===== src/rtl/axi_master_cmd_issuer_pkg.sv =====
// Shared definitions for the AXI master command issuer and its ID pool:
// burst encoding, the 4 KB boundary, FSM states and the axsize helper.
package axi_master_cmd_issuer_pkg;

  localparam logic [1:0] AXI_BURST_INCR = 2'b01;
  localparam int         BOUNDARY_4K    = 4096;

  typedef enum logic [1:0] {
    IDLE  = 2'd0,
    CALC  = 2'd1,
    ISSUE = 2'd2
  } issuer_state_e;

  function automatic logic [2:0] axsizeOf(input int dataBytes);
    return 3'($clog2(dataBytes));
  endfunction

endpackage


===== src/rtl/axi_master_cmd_issuer_if.sv =====
// AXI AR/AW address channel as seen from the initiator (master) and the
// target (slave) side.
interface axi_master_cmd_issuer_if #(
  parameter int IDW  = 3,
  parameter int CTXW = 9
);

  logic [IDW-1:0]  axid;
  logic [63:0]     axaddr;
  logic [7:0]      axlen;
  logic [2:0]      axsize;
  logic [1:0]      axburst;
  logic [CTXW-1:0] axuser;
  logic            axvalid;
  logic            axready;

  modport master (
    output axid, axaddr, axlen, axsize, axburst, axuser, axvalid,
    input  axready
  );

  modport slave (
    input  axid, axaddr, axlen, axsize, axburst, axuser, axvalid,
    output axready
  );

endinterface


===== src/rtl/axi_master_cmd_issuer_id_pool.sv =====
// Free pool of AXI IDs: lowest-free allocation, release by ID, registered
// busy count and a sticky flag for releases of IDs that were not busy.
module axi_id_pool #(
  parameter int IDW = 3
) (
  input  logic           clk,
  input  logic           reset,
  input  logic           alloc_i,
  input  logic           release_i,
  input  logic [IDW-1:0] release_id_i,
  output logic           free_avail_o,
  output logic [IDW-1:0] free_id_o,
  output logic [IDW:0]   outstanding_o,
  output logic           id_err_o
);

  localparam int N = 1 << IDW;

  logic [N-1:0] busy_q, busy_d;
  logic [IDW:0] count_q;
  logic         idErr_q;

  function automatic logic [IDW:0] popcount(input logic [N-1:0] bits);
    logic [IDW:0] cnt;
    cnt = '0;
    for (int i = 0; i < N; i++) cnt = cnt + (IDW+1)'(bits[i]);
    return cnt;
  endfunction

  // Scanning downwards lets the lowest free index win.
  always_comb begin
    free_avail_o = 1'b0;
    free_id_o    = '0;
    for (int i = N - 1; i >= 0; i--) begin
      if (!busy_q[i]) begin
        free_avail_o = 1'b1;
        free_id_o    = IDW'(i);
      end
    end
  end

  // Allocation is decided on the pre-release bitmap, so an ID freed this
  // cycle only becomes allocatable on the next one.
  always_comb begin
    busy_d = busy_q;
    if (release_i) busy_d[release_id_i] = 1'b0;
    if (alloc_i && free_avail_o) busy_d[free_id_o] = 1'b1;
  end

  always_ff @(posedge clk or posedge reset) begin
    if (reset) begin
      busy_q  <= '0;
      count_q <= '0;
      idErr_q <= 1'b0;
    end else begin
      busy_q  <= busy_d;
      count_q <= popcount(busy_d);
      if (release_i && !busy_q[release_id_i]) idErr_q <= 1'b1;
    end
  end

  assign outstanding_o = count_q;
  assign id_err_o      = idErr_q;

endmodule


===== src/rtl/axi_master_cmd_issuer.sv =====
// Splits byte-granular transfer requests into AXI4 INCR bursts that never
// cross a 4 KB boundary and issues them on an AR/AW channel with pooled IDs.
module axi_master_cmd_issuer #(
  parameter int IDW        = 3,
  parameter int CTXW       = 9,
  parameter int DATA_BYTES = 64,
  parameter int REQW       = 16
) (
  input  logic                     clk,
  input  logic                     reset,
  input  logic                     req_valid_i,
  output logic                     req_ready_o,
  input  logic [63:0]              req_addr_i,
  input  logic [REQW-1:0]          req_bytes_i,
  input  logic [CTXW-1:0]          req_user_i,
  output logic                     req_done_o,
  axi_master_cmd_issuer_if.master  m_axi,
  input  logic                     rsp_valid_i,
  input  logic [IDW-1:0]           rsp_id_i,
  output logic [IDW:0]             outstanding_o,
  output logic                     id_err_o
);

  import axi_master_cmd_issuer_pkg::*;

  localparam int          SIZE      = $clog2(DATA_BYTES);
  localparam logic [31:0] MAX_BURST = 32'(256 * DATA_BYTES);

  issuer_state_e   state_q;
  logic [63:0]     curAddr_q;
  logic [REQW-1:0] remaining_q;
  logic [CTXW-1:0] user_q;
  logic            reqReady_q;
  logic            reqDone_q;
  logic [IDW-1:0]  axid_q;
  logic [63:0]     axaddr_q;
  logic [7:0]      axlen_q;
  logic [2:0]      axsize_q;
  logic [1:0]      axburst_q;
  logic [CTXW-1:0] axuser_q;
  logic            axvalid_q;

  logic            freeAvail;
  logic [IDW-1:0]  freeId;
  logic [31:0]     to4k;
  logic [31:0]     burst;

  axi_id_pool #(.IDW(IDW)) u_id_pool (
    .clk           (clk),
    .reset         (reset),
    .alloc_i       (state_q == CALC),
    .release_i     (rsp_valid_i),
    .release_id_i  (rsp_id_i),
    .free_avail_o  (freeAvail),
    .free_id_o     (freeId),
    .outstanding_o (outstanding_o),
    .id_err_o      (id_err_o)
  );

  // Wide arithmetic keeps the 4096-byte and 256-beat limits exact.
  always_comb begin
    to4k  = 32'(BOUNDARY_4K) - {20'd0, curAddr_q[11:0]};
    burst = 32'(remaining_q);
    if (to4k < burst)      burst = to4k;
    if (MAX_BURST < burst) burst = MAX_BURST;
  end

  always_ff @(posedge clk or posedge reset) begin
    if (reset) begin
      state_q     <= IDLE;
      curAddr_q   <= '0;
      remaining_q <= '0;
      user_q      <= '0;
      reqReady_q  <= 1'b0;
      reqDone_q   <= 1'b0;
      axid_q      <= '0;
      axaddr_q    <= '0;
      axlen_q     <= '0;
      axsize_q    <= axsizeOf(DATA_BYTES);
      axburst_q   <= AXI_BURST_INCR;
      axuser_q    <= '0;
      axvalid_q   <= 1'b0;
    end else begin
      reqDone_q <= 1'b0;
      case (state_q)
        IDLE: begin
          reqReady_q <= 1'b1;
          if (req_valid_i && reqReady_q) begin
            reqReady_q  <= 1'b0;
            curAddr_q   <= req_addr_i;
            remaining_q <= req_bytes_i;
            user_q      <= req_user_i;
            state_q     <= CALC;
          end
        end
        CALC: begin
          // Without a free ID the FSM simply waits here for a release.
          if (freeAvail) begin
            axid_q      <= freeId;
            axaddr_q    <= curAddr_q;
            axlen_q     <= 8'((burst >> SIZE) - 32'd1);
            axuser_q    <= user_q;
            axvalid_q   <= 1'b1;
            curAddr_q   <= curAddr_q + 64'(burst);
            remaining_q <= remaining_q - REQW'(burst);
            state_q     <= ISSUE;
          end
        end
        ISSUE: begin
          if (m_axi.axready) begin
            axvalid_q <= 1'b0;
            if (remaining_q == '0) begin
              reqDone_q  <= 1'b1;
              reqReady_q <= 1'b1;
              state_q    <= IDLE;
            end else begin
              state_q <= CALC;
            end
          end
        end
        default: state_q <= IDLE;
      endcase
    end
  end

  assign req_ready_o     = reqReady_q;
  assign req_done_o      = reqDone_q;
  assign m_axi.axid      = axid_q;
  assign m_axi.axaddr    = axaddr_q;
  assign m_axi.axlen     = axlen_q;
  assign m_axi.axsize    = axsize_q;
  assign m_axi.axburst   = axburst_q;
  assign m_axi.axuser    = axuser_q;
  assign m_axi.axvalid   = axvalid_q;

endmodule


===== src/flat_wrapper.sv =====
// flat-port wrapper written by rule: the top's interface ports become plain ports
module axi_master_cmd_issuer_flat import axi_master_cmd_issuer_pkg::*;
#(
  parameter int IDW        = 3,
  parameter int CTXW       = 9,
  parameter int DATA_BYTES = 64,
  parameter int REQW       = 16
)
  (clk, reset, req_valid_i, req_ready_o, req_addr_i, req_bytes_i, req_user_i, req_done_o, rsp_valid_i, rsp_id_i, outstanding_o, id_err_o, m_axi_axid, m_axi_axaddr, m_axi_axlen, m_axi_axsize, m_axi_axburst, m_axi_axuser, m_axi_axvalid, m_axi_axready);
  axi_master_cmd_issuer_if #(.IDW(IDW), .CTXW(CTXW)) m_axi_i ();
  input  logic clk;
  input  logic reset;
  input  logic req_valid_i;
  output logic req_ready_o;
  input  logic [63:0] req_addr_i;
  input  logic [REQW-1:0] req_bytes_i;
  input  logic [CTXW-1:0] req_user_i;
  output logic req_done_o;
  input  logic rsp_valid_i;
  input  logic [IDW-1:0] rsp_id_i;
  output logic [IDW:0] outstanding_o;
  output logic id_err_o;
  output wire logic [$bits(m_axi_i.axid)-1:0] m_axi_axid;
  output wire logic [$bits(m_axi_i.axaddr)-1:0] m_axi_axaddr;
  output wire logic [$bits(m_axi_i.axlen)-1:0] m_axi_axlen;
  output wire logic [$bits(m_axi_i.axsize)-1:0] m_axi_axsize;
  output wire logic [$bits(m_axi_i.axburst)-1:0] m_axi_axburst;
  output wire logic [$bits(m_axi_i.axuser)-1:0] m_axi_axuser;
  output wire logic [$bits(m_axi_i.axvalid)-1:0] m_axi_axvalid;
  input wire logic [$bits(m_axi_i.axready)-1:0] m_axi_axready;
  assign m_axi_axid = m_axi_i.axid;
  assign m_axi_axaddr = m_axi_i.axaddr;
  assign m_axi_axlen = m_axi_i.axlen;
  assign m_axi_axsize = m_axi_i.axsize;
  assign m_axi_axburst = m_axi_i.axburst;
  assign m_axi_axuser = m_axi_i.axuser;
  assign m_axi_axvalid = m_axi_i.axvalid;
  assign m_axi_i.axready = m_axi_axready;
  axi_master_cmd_issuer #(.IDW(IDW), .CTXW(CTXW), .DATA_BYTES(DATA_BYTES), .REQW(REQW)) u_core (.clk(clk), .reset(reset), .req_valid_i(req_valid_i), .req_ready_o(req_ready_o), .req_addr_i(req_addr_i), .req_bytes_i(req_bytes_i), .req_user_i(req_user_i), .req_done_o(req_done_o), .m_axi(m_axi_i), .rsp_valid_i(rsp_valid_i), .rsp_id_i(rsp_id_i), .outstanding_o(outstanding_o), .id_err_o(id_err_o));
endmodule

===== config.mk =====
export PLATFORM = sky130hd
export DESIGN_NAME = axi_master_cmd_issuer_flat
export DESIGN_NICKNAME = d
export VERILOG_FILES = /design/src/rtl/axi_master_cmd_issuer_pkg.sv /design/src/rtl/axi_master_cmd_issuer_if.sv /design/src/rtl/axi_master_cmd_issuer_id_pool.sv /design/src/rtl/axi_master_cmd_issuer.sv /design/src/flat_wrapper.sv
export SDC_FILE = /design/constraint.sdc
export NUM_CORES = 1
export LEC_CHECK = 0
export BUFFER_PORTS_ARGS = -buffer_cell sky130_fd_sc_hd__buf_4
export CORE_MARGIN = 3
export CORE_UTILIZATION = 34
export CTS_CLUSTER_SIZE = 28
export DETAILED_ROUTE_END_ITERATION = 10
export PLACE_DENSITY = 0.57
export SYNTH_ARGS = -nofsm -noshare
export SYNTH_HDL_FRONTEND = slang
export SYNTH_SLANG_ARGS = --single-unit

===== constraint.sdc =====
create_clock -name clk -period 7.1 [get_ports clk]
set_clock_uncertainty 0.15 [all_clocks]
set_input_delay 0 -clock clk [delete_from_list [all_inputs] [get_ports clk]]
set_output_delay 0 -clock clk [all_outputs]
set_load 0.02 [all_outputs]

==> results.sh <==
export IMPL_outcome="complete, no violations"
export IMPL_crit_fanout=20
export IMPL_grt_max_degree=118
export IMPL_r2r_cells=20
export IMPL_clk_latency_ns=0.45
export IMPL_ys_top_cells_by_area="dfrtp_1 42%, nand2_1 12%, ha_1 5.3%, a21oi_1 4.3%, nor2_1 3.0%"
export IMPL_portBuffers=188
export IMPL_die_area_um2=35700
export IMPL_synthCells=1373
export IMPL_fp_coreArea_um2=32800
export IMPL_fin_crit_ns=6.31
export IMPL_antenna_cells=0
export IMPL_synth_largest_area_cell="dfrtp_1"
export IMPL_setup_tns_ns=0
export IMPL_yosysSeqAreaShare_pct=42.0
export IMPL_rsz0062_at_grt="false"
export IMPL_synth_edf_count=0
export IMPL_num_vias=10800
export IMPL_cp_slowest_stage_delay_ns=0.64
export IMPL_start_util_pct=34.7
export IMPL_r2r_end="u_core.curAddr_q[32]"
export IMPL_ir_worst_vdd_mv=0.210
export IMPL_crit_buf_inv=1
export IMPL_r2r_start="u_core.curAddr_q[1]"
export IMPL_slew_headroom_pct=33.1
export IMPL_synth_top_family_by_area="simple AND/OR/NAND/NOR gates"
export IMPL_die_h_um=189
export IMPL_critPathMostFrequentCell="ha_1"
export IMPL_cts_made_buffers=17
export IMPL_final_cells=2074
export IMPL_power_leakage_nw=6.87
export IMPL_maxCapViolCount=0
export IMPL_power_frac_clock_pct=13.3
export IMPL_grt_pass1_vias=10800
export IMPL_ys_seq_elements=191
export IMPL_drive_above_1_share_pct=15.9
export IMPL_synth_xor_area_share_pct=3.53
export IMPL_cts_tree="done"
export IMPL_p_seq_share_pct=28.0
export IMPL_power_w=0.00772
export IMPL_antenna_found_initial=0
export IMPL_start_kind="flip-flop"
export IMPL_nets=1772
export IMPL_synth_compound_area_share_pct=18.4
export IMPL_gp_congestion=0.855
export IMPL_dr_pass1_iters=7
export IMPL_clk_pin_slew_ns=0.07
export IMPL_required_ns=7.28
export IMPL_avgViaCountPerCell=5.19
export IMPL_hold_class="input port to async pin"
export IMPL_wl_mm=36.8
export IMPL_rows=66
export IMPL_top_level_ports=194
export IMPL_ctsResizeCount=0
export IMPL_power_switching_share_pct=47.6
export IMPL_grt_ovfl_total=0
export IMPL_route_detailed_drc=0
export IMPL_crit_chain="inv_1, ha_1, nand3b_1, nor4_2, xnor2_2, ha_1, nand2_1, a2111oi_0, o31ai_4, o21ai_0, ha_1, fa_1, a211oi_1, o21a_1, o311ai_2, o2111a_1, or2_1, nand2_1, o32a_1, o22a_1"
export IMPL_grt_use_total_pct=20.7
export IMPL_cts_hold_buffers=99
export IMPL_drt_iter0_markers=663
export IMPL_timing_hold_ws_ns=0.123
export IMPL_fmax_mhz=159
export IMPL_ys_flop_type="dfrtp_1"
export IMPL_synth_top_cells_by_count="368 x nand2_1, 191 x dfrtp_1, 97 x a21oi_1"
export IMPL_ant_nets=0
export IMPL_synth_area_um2=11400
export IMPL_power_density_nw_per_um2=522
export IMPL_cp_top_family="compound AO/OA/AOI/OAI gates"
export IMPL_fin_crit_sh_pct=88.8
export IMPL_synth_top_area_share_pct=42.0
export IMPL_path_class="flip-flop to flip-flop"
export IMPL_postCtsSetupRepairBufs=0
export IMPL_clock_path_buffers=2
export IMPL_arrival_ns=6.49
export IMPL_syn_area_per_cell_um2=8.29
export IMPL_setup_violations_final=0
export IMPL_yosys_area_share_simple_pct=24.4
export IMPL_root_buffer="clkbuf_16"
export IMPL_internal_power_w=0.00405
export IMPL_tightest_slew_ns=1.00
export IMPL_muxShareOfSynthArea_pct=0.836
export IMPL_wl_per_cell_um=17.7
export IMPL_numClockSinks=191
export IMPL_post_place_cells=1945
export IMPL_end_kind="flip-flop"
export IMPL_yosysWarnings=5
export IMPL_synthArstFlopShare_pct=100
export IMPL_syn_to_final_growth_pct=29.9
export IMPL_dieWidth_um=189
export IMPL_cts_htree_levels=4
export IMPL_yosysMostFrequentCell="nand2_1"
export IMPL_dp_hpwl_mm=25.5
export IMPL_p_comb_share_pct=58.7
export IMPL_r2r_slack_ns=0.79
export IMPL_maxSlewViolCount=0
export IMPL_grt_pass1_wl_mm=59.0
export IMPL_synthDistinctLibCells=82
export IMPL_crit_path_top_delay_cell="a2111oi_0"
export IMPL_hold_viol=0
export IMPL_yosys_area_share_adder_pct=6.33
export IMPL_switching_power_w=0.00368
## cell families after synthesis
logic type | count (synthesis)
simple gates | 624
mux | 7
compound gates | 329
other cells | 2
fa+ha+maj | 54
xor+xnor | 42
buf+inv | 124
flops | 191
## worst min-delay path, delay by kind of cell
kind	cells	cell delay, ns
buffers and inverters	3	1.25
## worst max path at each step
stage | from | endpoint | slack (ns) | depth (start not counted)
global route | u_core.curAddr_q[2] | u_core.curAddr_q[50] | 0.25 | 19
detailed placement | u_core.curAddr_q[2] | u_core.curAddr_q[32] | 0.85 | 19
global placement | u_core.curAddr_q[2] | u_core.curAddr_q[32] | 0.90 | 19
floorplan | u_core.curAddr_q[2] | u_core.curAddr_q[34] | 1.51 | 21
CTS | u_core.curAddr_q[2] | u_core.curAddr_q[32] | 0.79 | 19
finish | u_core.curAddr_q[1] | u_core.curAddr_q[32] | 0.79 | 20
## registers in the layout, summed over array words and instances (netlist names)
register	cells
u_core.m_axi.axuser	9
u_core.u_id_pool.busy_q	8
u_core.u_id_pool.outstanding_o	4
u_core.user_q	9
u_core.req_ready_o	1
u_core.curAddr_q	64
u_core.m_axi.axaddr	64
u_core.m_axi.axvalid	1
u_core.req_done_o	1
u_core.state_q	2
u_core.u_id_pool.id_err_o	1
u_core.remaining_q	16
u_core.m_axi.axlen	8
u_core.m_axi.axid	3
## power groups by stage
stage	clock (W)	sequential [W]	combinational (W)
2_1_floorplan	0	0.00230	0.00300
3_3_place_gp	0	0.00217	0.00445
3_5_place_dp	0	0.00217	0.00450
4_1_cts	0.00106	0.00216	0.00457
5_1_grt	0.00110	0.00225	0.00509
6_report	0.00103	0.00216	0.00453
## final cells by class
cell class | count | area [um2]
Clock buffer | 19 | 433
Clock inverter | 11 | 165
Fill cell | 3222 | 18000
Inverter | 44 | 173
Multi-Input combinational cell | 1066 | 6180
Sequential cell | 191 | 4780
Tap cell | 442 | 553
Timing Repair Buffer | 301 | 2510
## per-stage QoR
stage	cell area, um2	setup slack [ns]	util, %
floorplan	11400	1.51	-
global placement	13200	0.904	40.3
detailed placement	13200	0.846	40.3
CTS	14800	0.791	45.1
global route	14800	0.250	45.1
finish	14800	0.794	45.1
## cell usage in the layout, fill, tap and decap left out, types with 19 or more instances in the layout
cell type	count
a21oi_1	97
and3_1	21
buf_4	202
dfrtp_1	191
dlygate4sd3_1	99
ha_1	48
inv_1	43
nand2_1	367
nand3_1	34
nand4_1	22
nor2_1	89
o21a_1	19
o21ai_0	65
xnor2_1	22
## metal layers
| layer | routed length (um) | vias to the layer above | GRT usage [%] |
|---|---|---|---|
| met5 | 0 | - | 0 |
| met4 | 646 | 0 | 5.47 |
| met2 | 17500 | 300 | 34.3 |
| li1 | - | 5243 | - |
| met3 | 1880 | 36 | 3.76 |
| met1 | 16700 | 5188 | 28.1 |
No activity file was read; power rests on OpenSTA's default activity.
